File: config.mk
export PLATFORM = sky130hd
export DESIGN_NAME = vec_axis_host
export DESIGN_NICKNAME = d
export VERILOG_FILES = /design/src/rtl/vec_axis_host.sv
export SDC_FILE = /design/constraint.sdc
export NUM_CORES = 1
export LEC_CHECK = 0
export ABC_CLOCK_PERIOD_IN_PS = 1950
export CAP_MARGIN = 20
export CORE_MARGIN = 3
export CORE_UTILIZATION = 50
export CTS_CLUSTER_DIAMETER = 100
export DETAILED_ROUTE_END_ITERATION = 6
export PLACE_DENSITY_LB_ADDON = 0.25
export RECOVER_POWER = 25
export SYNTH_ARGS = -nofsm -noshare
export SYNTH_HDL_FRONTEND = slang
export SYNTH_SLANG_ARGS = --single-unit
File: constraint.sdc
create_clock -name clk -period 1.95 [get_ports clk]
set_clock_uncertainty 0.15 [all_clocks]
set_input_delay 0.39 -clock clk [delete_from_list [all_inputs] [get_ports clk]]
set_output_delay 0.39 -clock clk [all_outputs]
set_load 0.02 [all_outputs]
File: src/rtl/vec_axis_host.sv
// Host-side AXI-Stream sequencer: streams a small input vector out on M_AXIS,
// collects the result vector from S_AXIS, and exposes it through a read port.
module vec_axis_host #(
    parameter int IN_LEN  = 3,
    parameter int OUT_LEN = 4
) (
    input  logic                       clk,
    input  logic                       rst,
    input  logic                       wr_en,
    input  logic [$clog2(IN_LEN)-1:0]  wr_addr,
    input  logic [31:0]                wr_data,
    input  logic                       start,
    output logic [31:0]                M_AXIS_TDATA,
    output logic                       M_AXIS_TLAST,
    output logic                       M_AXIS_TVALID,
    input  logic                       M_AXIS_TREADY,
    input  logic [31:0]                S_AXIS_TDATA,
    input  logic                       S_AXIS_TLAST,
    input  logic                       S_AXIS_TVALID,
    output logic                       S_AXIS_TREADY,
    input  logic [$clog2(OUT_LEN)-1:0] rd_addr,
    output logic [31:0]                rd_data,
    output logic                       busy,
    output logic                       done,
    output logic                       err_last
);

    localparam int TW = $clog2(IN_LEN);
    localparam int RW = $clog2(OUT_LEN);
    localparam logic [TW-1:0] TX_LAST = TW'(IN_LEN - 1);
    localparam logic [RW-1:0] RX_LAST = RW'(OUT_LEN - 1);
    localparam logic [TW-1:0] TX_ONE  = TW'(1);
    localparam logic [RW-1:0] RX_ONE  = RW'(1);

    typedef enum logic [1:0] {
        IDLE = 2'd0,
        SEND = 2'd1,
        RECV = 2'd2,
        DONE = 2'd3
    } state_t;

    state_t          state_q, state_d;
    logic [TW-1:0]   tx_idx_q, tx_idx_d;
    logic [RW-1:0]   rx_idx_q, rx_idx_d;
    logic            err_last_q, err_last_d;

    logic [31:0]     inbuf_q  [IN_LEN];
    logic [31:0]     outbuf_q [OUT_LEN];
    logic [IN_LEN-1:0]  in_we;
    logic [OUT_LEN-1:0] out_we;

    logic in_wr_ok;
    logic rx_hs;

    // Input buffer is host-writable only while idle, so a running transfer
    // always sends a consistent snapshot.
    assign in_wr_ok = (state_q == IDLE) && wr_en && (int'(wr_addr) < IN_LEN);
    assign rx_hs    = (state_q == RECV) && S_AXIS_TVALID;

    for (genvar gi = 0; gi < IN_LEN; gi++) begin : g_in_we
        assign in_we[gi] = in_wr_ok && (wr_addr == TW'(gi));
    end

    for (genvar gi = 0; gi < OUT_LEN; gi++) begin : g_out_we
        assign out_we[gi] = rx_hs && (rx_idx_q == RW'(gi));
    end

    always_ff @(posedge clk or negedge rst) begin
        if (!rst) begin
            for (int i = 0; i < IN_LEN; i++) begin
                inbuf_q[i] <= '0;
            end
            for (int i = 0; i < OUT_LEN; i++) begin
                outbuf_q[i] <= '0;
            end
        end else begin
            for (int i = 0; i < IN_LEN; i++) begin
                if (in_we[i]) begin
                    inbuf_q[i] <= wr_data;
                end
            end
            for (int i = 0; i < OUT_LEN; i++) begin
                if (out_we[i]) begin
                    outbuf_q[i] <= S_AXIS_TDATA;
                end
            end
        end
    end

    always_ff @(posedge clk or negedge rst) begin
        if (!rst) begin
            state_q    <= IDLE;
            tx_idx_q   <= '0;
            rx_idx_q   <= '0;
            err_last_q <= 1'b0;
        end else begin
            state_q    <= state_d;
            tx_idx_q   <= tx_idx_d;
            rx_idx_q   <= rx_idx_d;
            err_last_q <= err_last_d;
        end
    end

    // Index counters stop at the final element instead of incrementing,
    // so they never wrap inside a transaction.
    always_comb begin
        state_d    = state_q;
        tx_idx_d   = tx_idx_q;
        rx_idx_d   = rx_idx_q;
        err_last_d = err_last_q;
        case (state_q)
            IDLE: begin
                if (start) begin
                    tx_idx_d   = '0;
                    rx_idx_d   = '0;
                    err_last_d = 1'b0;
                    state_d    = SEND;
                end
            end
            SEND: begin
                if (M_AXIS_TREADY) begin
                    if (tx_idx_q == TX_LAST) begin
                        state_d = RECV;
                    end else begin
                        tx_idx_d = tx_idx_q + TX_ONE;
                    end
                end
            end
            RECV: begin
                if (S_AXIS_TVALID) begin
                    if (rx_idx_q == RX_LAST) begin
                        state_d = DONE;
                        if (!S_AXIS_TLAST) begin
                            err_last_d = 1'b1;
                        end
                    end else if (S_AXIS_TLAST) begin
                        err_last_d = 1'b1;
                        state_d    = DONE;
                    end else begin
                        rx_idx_d = rx_idx_q + RX_ONE;
                    end
                end
            end
            DONE: begin
                state_d = IDLE;
            end
            default: begin
                state_d = IDLE;
            end
        endcase
    end

    assign M_AXIS_TVALID = (state_q == SEND);
    assign M_AXIS_TDATA  = (state_q == SEND) ? inbuf_q[tx_idx_q] : '0;
    assign M_AXIS_TLAST  = (state_q == SEND) && (tx_idx_q == TX_LAST);
    assign S_AXIS_TREADY = (state_q == RECV);
    assign busy          = (state_q != IDLE);
    assign done          = (state_q == DONE);
    assign err_last      = err_last_q;
    assign rd_data       = (int'(rd_addr) < OUT_LEN) ? outbuf_q[rd_addr] : '0;

endmodule
---- After elaboration in Yosys (flattened, before gate mapping) ----
Index checks and enable logic that the tools add are counted.
storage, ports and cells
  flip-flop bits (word level) ............. 231
  input port bits ......................... 75
  word-level logic and storage cells ...... 85
operators by class
  add/subtract/negate cells ............... 2
  magnitude comparators ................... 3
  equal/unequal tests ..................... 18
  muxes and demuxes ....................... 28
  bitwise logic cells ..................... 2
  reductions and logical operators ........ 21
operator list
  operator             count
  $mux 32              5
  $bmux 32 s2          2
  $mux 2               12
  $reduce_and 5->1     3
  $eq 2x2->1 const B   6
  $logic_and 1x1->1    11
  $ne 2x2->1 const B   5
  $pmux 2 s2           2
  $pmux 2 s4           1
  $eq 2x1->1 const B   3
  $ge 3x3->1 const B   2
  $logic_not 2->1      3
  $not 2->3            2
  $reduce_bool 2->1    3
  $mux 1               5
  $add 2x1->2 const B  2
  $ne 2x1->1 const B   2
  $reduce_and 4->1     1
  $ne 3x2->1 const B   1
  $ne 3x3->1 const B   1
  $lt 2x2->1 const B   1
  $pmux 1 s2           1

---- Longest topological paths before layout ----
Gate-level depths: netlist of run 1.
  depth in word-level cells ............... 5
  depth in mapped cells ................... 7
  gate-level depth less buffers ........... 5

---- Worst setup path after synthesis of run 1 ----
Ideal clock, no wire load.
  path type ............................... register to output
  start point ............................. reg state_q[1]
  end point ............................... out M_AXIS_TDATA[10]
  arrival time ............................ 1.541 ns
  required time ........................... 1.410 ns
  setup slack ............................. -0.131 ns
  stages on the path, launching flop included .. 5
  cells stage by stage .................... dfrtp_1 inv_1 ha_1 clkbuf_1 a21boi_0
between the ends
  word-level cells in the longest chain between the ends .. 2
ends and longest elaborated chain
  element                 line  text
  from (decl)             42    state_t state_q, state_d;
  from (signal assigned)  97    state_q <= state_d;
  $eq 2x1->1              154   assign M_AXIS_TDATA = (state_q == SEND) ? inbuf_q[tx_idx_q] : '0;
  $mux 32                 154
  to (decl)               13    output logic [31:0] M_AXIS_TDATA,
No other way between the ends.

---- Worst setup path in the final report of run 1 ----
  start point ............................. reg tx_idx_q[0]
  end point ............................... out M_AXIS_TDATA[18]
between the ends
  word-level cells in the longest chain between the ends .. 5
ends and longest elaborated chain
  element                                     line  text
  from (decl)                                 43    logic [TW-1:0] tx_idx_q, tx_idx_d;
  from (signal assigned)                      98    tx_idx_q <= tx_idx_d;
  $not 2->3 (not written as such)             154
  $bmux 32 s2                                 154
  $mux 32 (not written as such) (2 in a row)  154
  $mux 32                                     154
No other way between the ends. The select of a mux whose other input is x is not followed.

==> metrics.md, run 1 <==
| Metric | Value |
|---|---|
| Synth Register Bits | `231` |
| Core area | `0.02049 mm²` |
| H-tree depth | `1` |
| Post-synth cell types | `31` |
| Final min period | `2492 ps` |
| Count of input and output buffers | `144` |
| Final WS setup | `-542.2 ps` |
| Pre-antenna DRT Iters | `4` |
| Share of the synthesized area in the top cell type | `54.60%` |
| DP Wirelength | `16.73 mm` |
| CTS tree | `built` |
| Total grt overflow | `0` |
| LEAKAGE | `6.726 nW` |
| Pwr dens | `1604 mW/mm²` |
| Mean Syn Cell Area | `14.89 µm²` |
| Non-filler cells in the finished layout | `1241` |
| Sum of negative setup slack | `-33540 ps` |
| Final hold vios | `0` |
| Hold WC Path Type | `flip-flop to flip-flop` |
| Syn nets | `796` |
| DIE AREA | `0.02296 mm²` |
| CTS Sinks | `231` |
| Fmax | `401.2 MHz` |
| Yosys warns | `0` |
| Synth-to-Final Area Change | `40.91%` |
| Max transition margin | `29.97%` |
| Ranking of synthesized cells by area | `dfrtp_1 55%, mux2_2 24%, mux4_2 6.8%` |
| Kind of critical path | `flip-flop to output pin` |
| Routed via count | `6932` |
| Final max-slew violation count | `0` |
| R2R Setup Slk | `-190 ps` |
| # rows | `52` |
| RSZ-0062 raised after global routing | `yes` |
| Clock Latency Late Sink | `520 ps` |
| Final Util | `72.80%` |
| Mapped Cells | `711` |
| Worst-margin pin slew | `1050 ps` |
| Initial antenna violation count | `2` |
| Number of global-route vias before repair | `7780` |
| Largest net degree at the start of global routing | `68` |
| Starting Density | `51.66%` |
| CP Max Fanout | `5` |
| CP required | `1410 ps` |
| Maximum clock insertion buffer count | `3` |
| WL per Instance | `21.99 µm` |
| ANT nets after route | `0` |
| N_diodes | `0` |
| Nets | `1037` |
| Placed Cells | `1139` |
| Chip width | `151.5 µm` |
| CP endpoint kind | `output pin` |
| Routability cong. | `0.7786` |
| Cell taking the most area after synthesis | `dfrtp_1` |
| Sequential share of the synthesized area | `54.60%` |
| # DRC | `0` |
| Layout cells sized above 1 | `59.42%` |
| I/O pins | `145` |
| Clock slew at reported path FFs | `60 ps` |
| Violations in the final reports | `setup timing` |
| Via/cell ratio | `5.586` |
| First-pass GRT wire length | `42.54 mm` |
| Crit start category | `flip-flop` |
| Num CTS Buffers | `26` |
| Hold depth | `1` |
| Period utilization | `127.8%` |
| Setup violators final | `171` |
| Worst EP arrival | `1950 ps` |
| Total GRT Usage | `23.86%` |
| Final WL | `27.29 mm` |
| Die Span Y | `151.5 µm` |
| Status | `finished, violations left` |
| Max-cap viol count | `0` |
| DR iter-0 viols | `239` |
| Reg2reg path depth | `10` |
| Root Driver | `clkbuf_16` |
| Hold WS | `348.6 ps` |
| Peak supply drop | `0.0008957 V` |
| Commonest cells after routing, fill and taps aside | `230 x dfrtp_1, 190 x mux2_2, 84 x buf_6` |
| Mapped Area | `0.01059 mm²` |
| Commonest non-fill, non-tap cell in the layout | `dfrtp_1` |
==> flip-flops by register name, indices dropped and copies added, names as in the netlist <==
name      count
err_last      1
inbuf_q      96
state_q       2
rx_idx_q      2
tx_idx_q      2
outbuf_q    128
==> worst paths after layout <==
path / from / endpoint
min: outbuf_q[29] / outbuf_q[29]
max reg2reg: state_q[0] / tx_idx_q[0]
max: tx_idx_q[0] / M_AXIS_TDATA[18]
max in group asynchronous: rst / outbuf_q[75]
min reg2reg: outbuf_q[29] / outbuf_q[29]
min in group asynchronous: rst / outbuf_q[73]
==> synthesized netlist by cell type (all sizes together) <==
cell and count:
mux4 32, xor2 1, mux2i 36, nand4b 2
a211oi 1, inv 6, nand2 37, or3b 1
buf 35, ha 10, nand2b 1, a21oi 1
o21ai 1, or2 32, nand3 4, a31oi 1
nor2 3, a21boi 32, dfrtp 231, nor3 1
nor2b 5, and2 1, clkbuf 9, mux2 226
a2111oi 2
==> cell families after synthesis <==
kind of cell | count (synthesis) | synth area share, %
compound gates | 38 | 3.061
xor+xnor | 1 | 0.08274
fa+ha+maj | 10 | 1.182
buf+inv | 50 | 2.446
flops | 231 | 54.60
mux | 294 | 34.25
simple gates | 87 | 4.384
==> report_power, final <==
group | internal [W] | switching (W)
Combinational | 0.00643 | 0.00430
Clock | 0.00301 | 0.00187
Sequential | 0.00706 | 0.00125
Total | 0.0165 | 0.00743
==> worst max-delay path, cell delays in order (launching register included) <==
cell and delay, ps:
dfrtp_2 440, buf_6 160, nor2b_4 130, buf_12 140, buf_8 130, buf_6 100
nand2_2 40, a21boi_1 130, buf_4 160
==> metal layers <==
metal / vias up / share of wire (%) / global-route usage [%]
li1: 3067 / - / -
met1: 3647 / 41 / 29.78
met2: 169 / 51 / 41.85
met3: 47 / 5.5 / 5.324
met4: 2 / 2.2 / 6.918
met5: - / 0.062 / 0
==> through the flow <==
step	setup WS (ps)	instance area, µm²	total power [W]
finish	-542.2	14920	0.02393
detailed placement	-585.4	12840	0.01670
global route	-601.0	14920	0.02510
global placement	-530.4	12840	0.01612
floorplan	-131.0	10600	0.01329
CTS	-521.4	14810	0.02366
==> layout make-up <==
cell class	instances	area, µm²
clock buffer	39	780.7
clock inverter	8	90.09
fill	1271	5575
inverter	6	30.03
multi-input combinational	430	5040
sequential	231	5782
tap	270	337.8
timing repair buffer	257	2859
==> timing repair <==
action,in CTS,in global routing
setup buffers,39,10
gates cloned,12,0
endpoints found under the setup margin,153,243
hold buffers,1,0
gates resized for setup,593,38
pin swaps,41,15
hold endpoints to repair,58,0
(Power assumes the default switching activity.)
==> inputs of run 2 (changes only) <==
--- a/config.mk
+++ b/config.mk
@@ -11,7 +11,7 @@
 export CORE_UTILIZATION = 50
 export CTS_CLUSTER_DIAMETER = 100
 export DETAILED_ROUTE_END_ITERATION = 6
-export PLACE_DENSITY_LB_ADDON = 0.25
+export PLACE_DENSITY = 0.77
 export RECOVER_POWER = 25
 export SYNTH_ARGS = -nofsm -noshare
 export SYNTH_HDL_FRONTEND = slang
==> run 2 against run 1 <==
Net effect:
- the flow still finishes with violations (setup timing)
- total power is 3.1% higher
- final cell count is 1.4% higher
- highest routed layer is now met4
- die area stayed put
- combinational power hardly changed
- clock-buffer cell count stayed put
- first-iteration DRC count is 14% higher
- core utilization is 2.7 points higher
- critical path type unchanged
- clock power is 7.2% higher
- maximum frequency is 1.2% lower
- sequential cell count stayed put
==> metrics.md, run 2 (synthesized netlist as in run 1, its figures left out) <==
| Metric | Value |
|---|---|
| Max transition margin | `10.74%` |
| CP Max Fanout | `6` |
| Setup crit start | `tx_idx_q[0]` |
| Total grt overflow | `0` |
| CTS Sinks | `231` |
| Top flop regs | `outbuf_q: 128 flops, inbuf_q: 96 flops` |
| Crit-path cells | `buf_6 > buf_4 > mux2i_1 > or2_4 > a21boi_2 > buf_6` |
| Chip width | `151.5 µm` |
| Core area | `0.02049 mm²` |
| Crit-path max cell delay | `470 ps` |
| Peak supply drop | `0.001133 V` |
| Clock slew at reported path FFs | `60 ps` |
| Worst EP arrival | `1980 ps` |
| DIE AREA | `0.02296 mm²` |
| DR iter-0 viols | `273` |
| Via/cell ratio | `5.672` |
| Hold path start | `outbuf_q[22]` |
| Violations in the final reports | `setup timing` |
| LEAKAGE | `7.255 nW` |
| Total GRT Usage | `23.83%` |
| CTS tree | `built` |
| ANT nets after route | `0` |
| Area after DPL | `0.01290 mm²` |
| Hold WS | `349.5 ps` |
| FILL cells | `1174` |
| Final WS setup | `-571.7 ps` |
| Worst-margin pin slew | `1339 ps` |
| Crit start category | `flip-flop` |
| Clock Latency Late Sink | `520 ps` |
| Nets | `1054` |
| Status | `finished, violations left` |
| Root Driver | `clkbuf_16` |
| WL per Instance | `24.12 µm` |
| Critical path's most frequent cell | `buf_6` |
| Count of input and output buffers | `144` |
| Pre-antenna DRT Iters | `4` |
| Reg2reg path depth | `10` |
| Num CTS Buffers | `26` |
| First-pass GRT wire length | `42.48 mm` |
| Max reg flops | `128` |
| Max-cap viol count | `0` |
| Commonest non-fill, non-tap cell in the layout | `dfrtp_1` |
| Kind of critical path | `flip-flop to output pin` |
| Final min period | `2522 ps` |
| CP required | `1410 ps` |
| Layout cells sized above 1 | `57.75%` |
| # DRC | `0` |
| Fmax | `396.6 MHz` |
| Hold endpoint | `outbuf_q[22]` |
| DP Wirelength | `16.53 mm` |
| Period utilization | `129.3%` |
| Setup violators final | `225` |
| Routed via count | `7135` |
| I/O pins | `145` |
| Commonest cells after routing, fill and taps aside | `230 x dfrtp_1, 121 x mux2_2, 103 x mux2_4` |
| Final hold vios | `0` |
| RSZ-0062 raised after global routing | `yes` |
| # rows | `52` |
| RR Endpoint | `inbuf_q[78]` |
| Routability cong. | `0.8133` |
| Synth-to-Final Area Change | `46.18%` |
| Hold WC Path Type | `flip-flop to flip-flop` |
| Number of global-route vias before repair | `7829` |
| R2R Setup Slk | `-200 ps` |
| Hold depth | `1` |
| Maximum clock insertion buffer count | `3` |
| Sum of negative setup slack | `-38550 ps` |
| Largest net degree at the start of global routing | `54` |
| Start of the worst register-to-register path | `state_q[1]` |
| Starting Density | `51.66%` |
| Crit-path slowest cell | `dfrtp_2` |
| Most flop-heavy register | `outbuf_q` |
| Pwr dens | `1594 mW/mm²` |
| Final WL | `30.34 mm` |
| Die Span Y | `151.5 µm` |
| Final max-slew violation count | `0` |
| CP endpoint kind | `output pin` |
| Design Area, Final | `0.01548 mm²` |
| H-tree depth | `1` |
| Initial antenna violation count | `1` |
-- run 2: cell types whose count changed in the layout (fill, tap and decap cells not counted), moves of 6 or more --
cell	delta
nand2_2	-6
buf_6	-12
buf_4	+13
nand2_1	+7
mux2_2	-69
mux2_4	+67
a21boi_1	+11
a21boi_2	-12
or2_4	-16
or2_2	+16
clkbuf_16	+8
-- run 2: cell type report --
cell class	count	area, µm²	area share (%)
timing repair buffer	274	3219	20.80
inverter	6	25.02	0.1617
sequential	231	5782	37.36
antenna	1	2.502	0.01617
clock buffer	39	780.7	5.044
clock inverter	7	137.6	0.8893
multi-input combinational	430	5192	33.55
tap	270	337.8	2.183
-- run 2: what timing repair did --
item / in CTS / in global routing
pin swaps: 13 / 7
setup endpoints to repair: 268 / 299
buffers inserted: 30 / 25
hold buffers: 1 / 0
resized for setup: 528 / 133
hold endpoints to repair: 67 / 0
cloned: 13 / 10
-- run 2: worst max-delay path, delay by kind of cell (launching register included) --
kind | cells | cell delay (ps)
buffers and inverters | 3 | 430
DFF | 1 | 470
muxes | 1 | 120
AOI/OAI and AO/OA | 1 | 200
and+or+nand+nor | 1 | 230
-- run 2: per-stage QoR --
stage | utilization (%) | worst slack, ps | power [W] | instances
2_1_floorplan | - | -131.0 | 0.01329 | 711
3_3_place_gp | 62.94 | -621.5 | 0.01626 | 1144
3_5_place_dp | 62.94 | -628.4 | 0.01679 | 1144
4_1_cts | 71.84 | -557.9 | 0.02331 | 1232
5_1_grt | 75.52 | -661.0 | 0.02573 | 1258
6_report | 75.52 | -571.7 | 0.02466 | 1258
-- run 2: metal layers --
layer  GRT usage [%]  vias up  wire length, µm
li1                -     3093                -
met1           29.36     3772            11800
met2           42.83      209            16200
met3           3.807       61             1378
met4           7.951        0              954
met5               0        -                0
-- run 2: worst max-delay path by stage --
stage / endpoint / cells after the start
floorplan: M_AXIS_TDATA[10] / 4
global placement: rd_data[26] / 4
detailed placement: rd_data[8] / 4
CTS: M_AXIS_TDATA[6] / 7
global route: M_AXIS_TDATA[3] / 7
finish: M_AXIS_TDATA[17] / 6
-- run 2: power by group --
group / switching [W] / internal (W) / total, W
registers: 0.00142 / 0.00706 / 0.00848
logic: 0.00432 / 0.00663 / 0.0109
clock network: 0.00196 / 0.00328 / 0.00524
==> inputs of run 3 (changes only) <==
--- a/config.mk
+++ b/config.mk
@@ -11,8 +11,10 @@
 export CORE_UTILIZATION = 50
 export CTS_CLUSTER_DIAMETER = 100
 export DETAILED_ROUTE_END_ITERATION = 6
+export GPL_TIMING_DRIVEN = 1
 export PLACE_DENSITY = 0.77
 export RECOVER_POWER = 25
+export SLEW_MARGIN = 20
 export SYNTH_ARGS = -nofsm -noshare
 export SYNTH_HDL_FRONTEND = slang
 export SYNTH_SLANG_ARGS = --single-unit
==> results of run 3 <==
The final DEF is identical to that of run 2; final timing and power are the same.
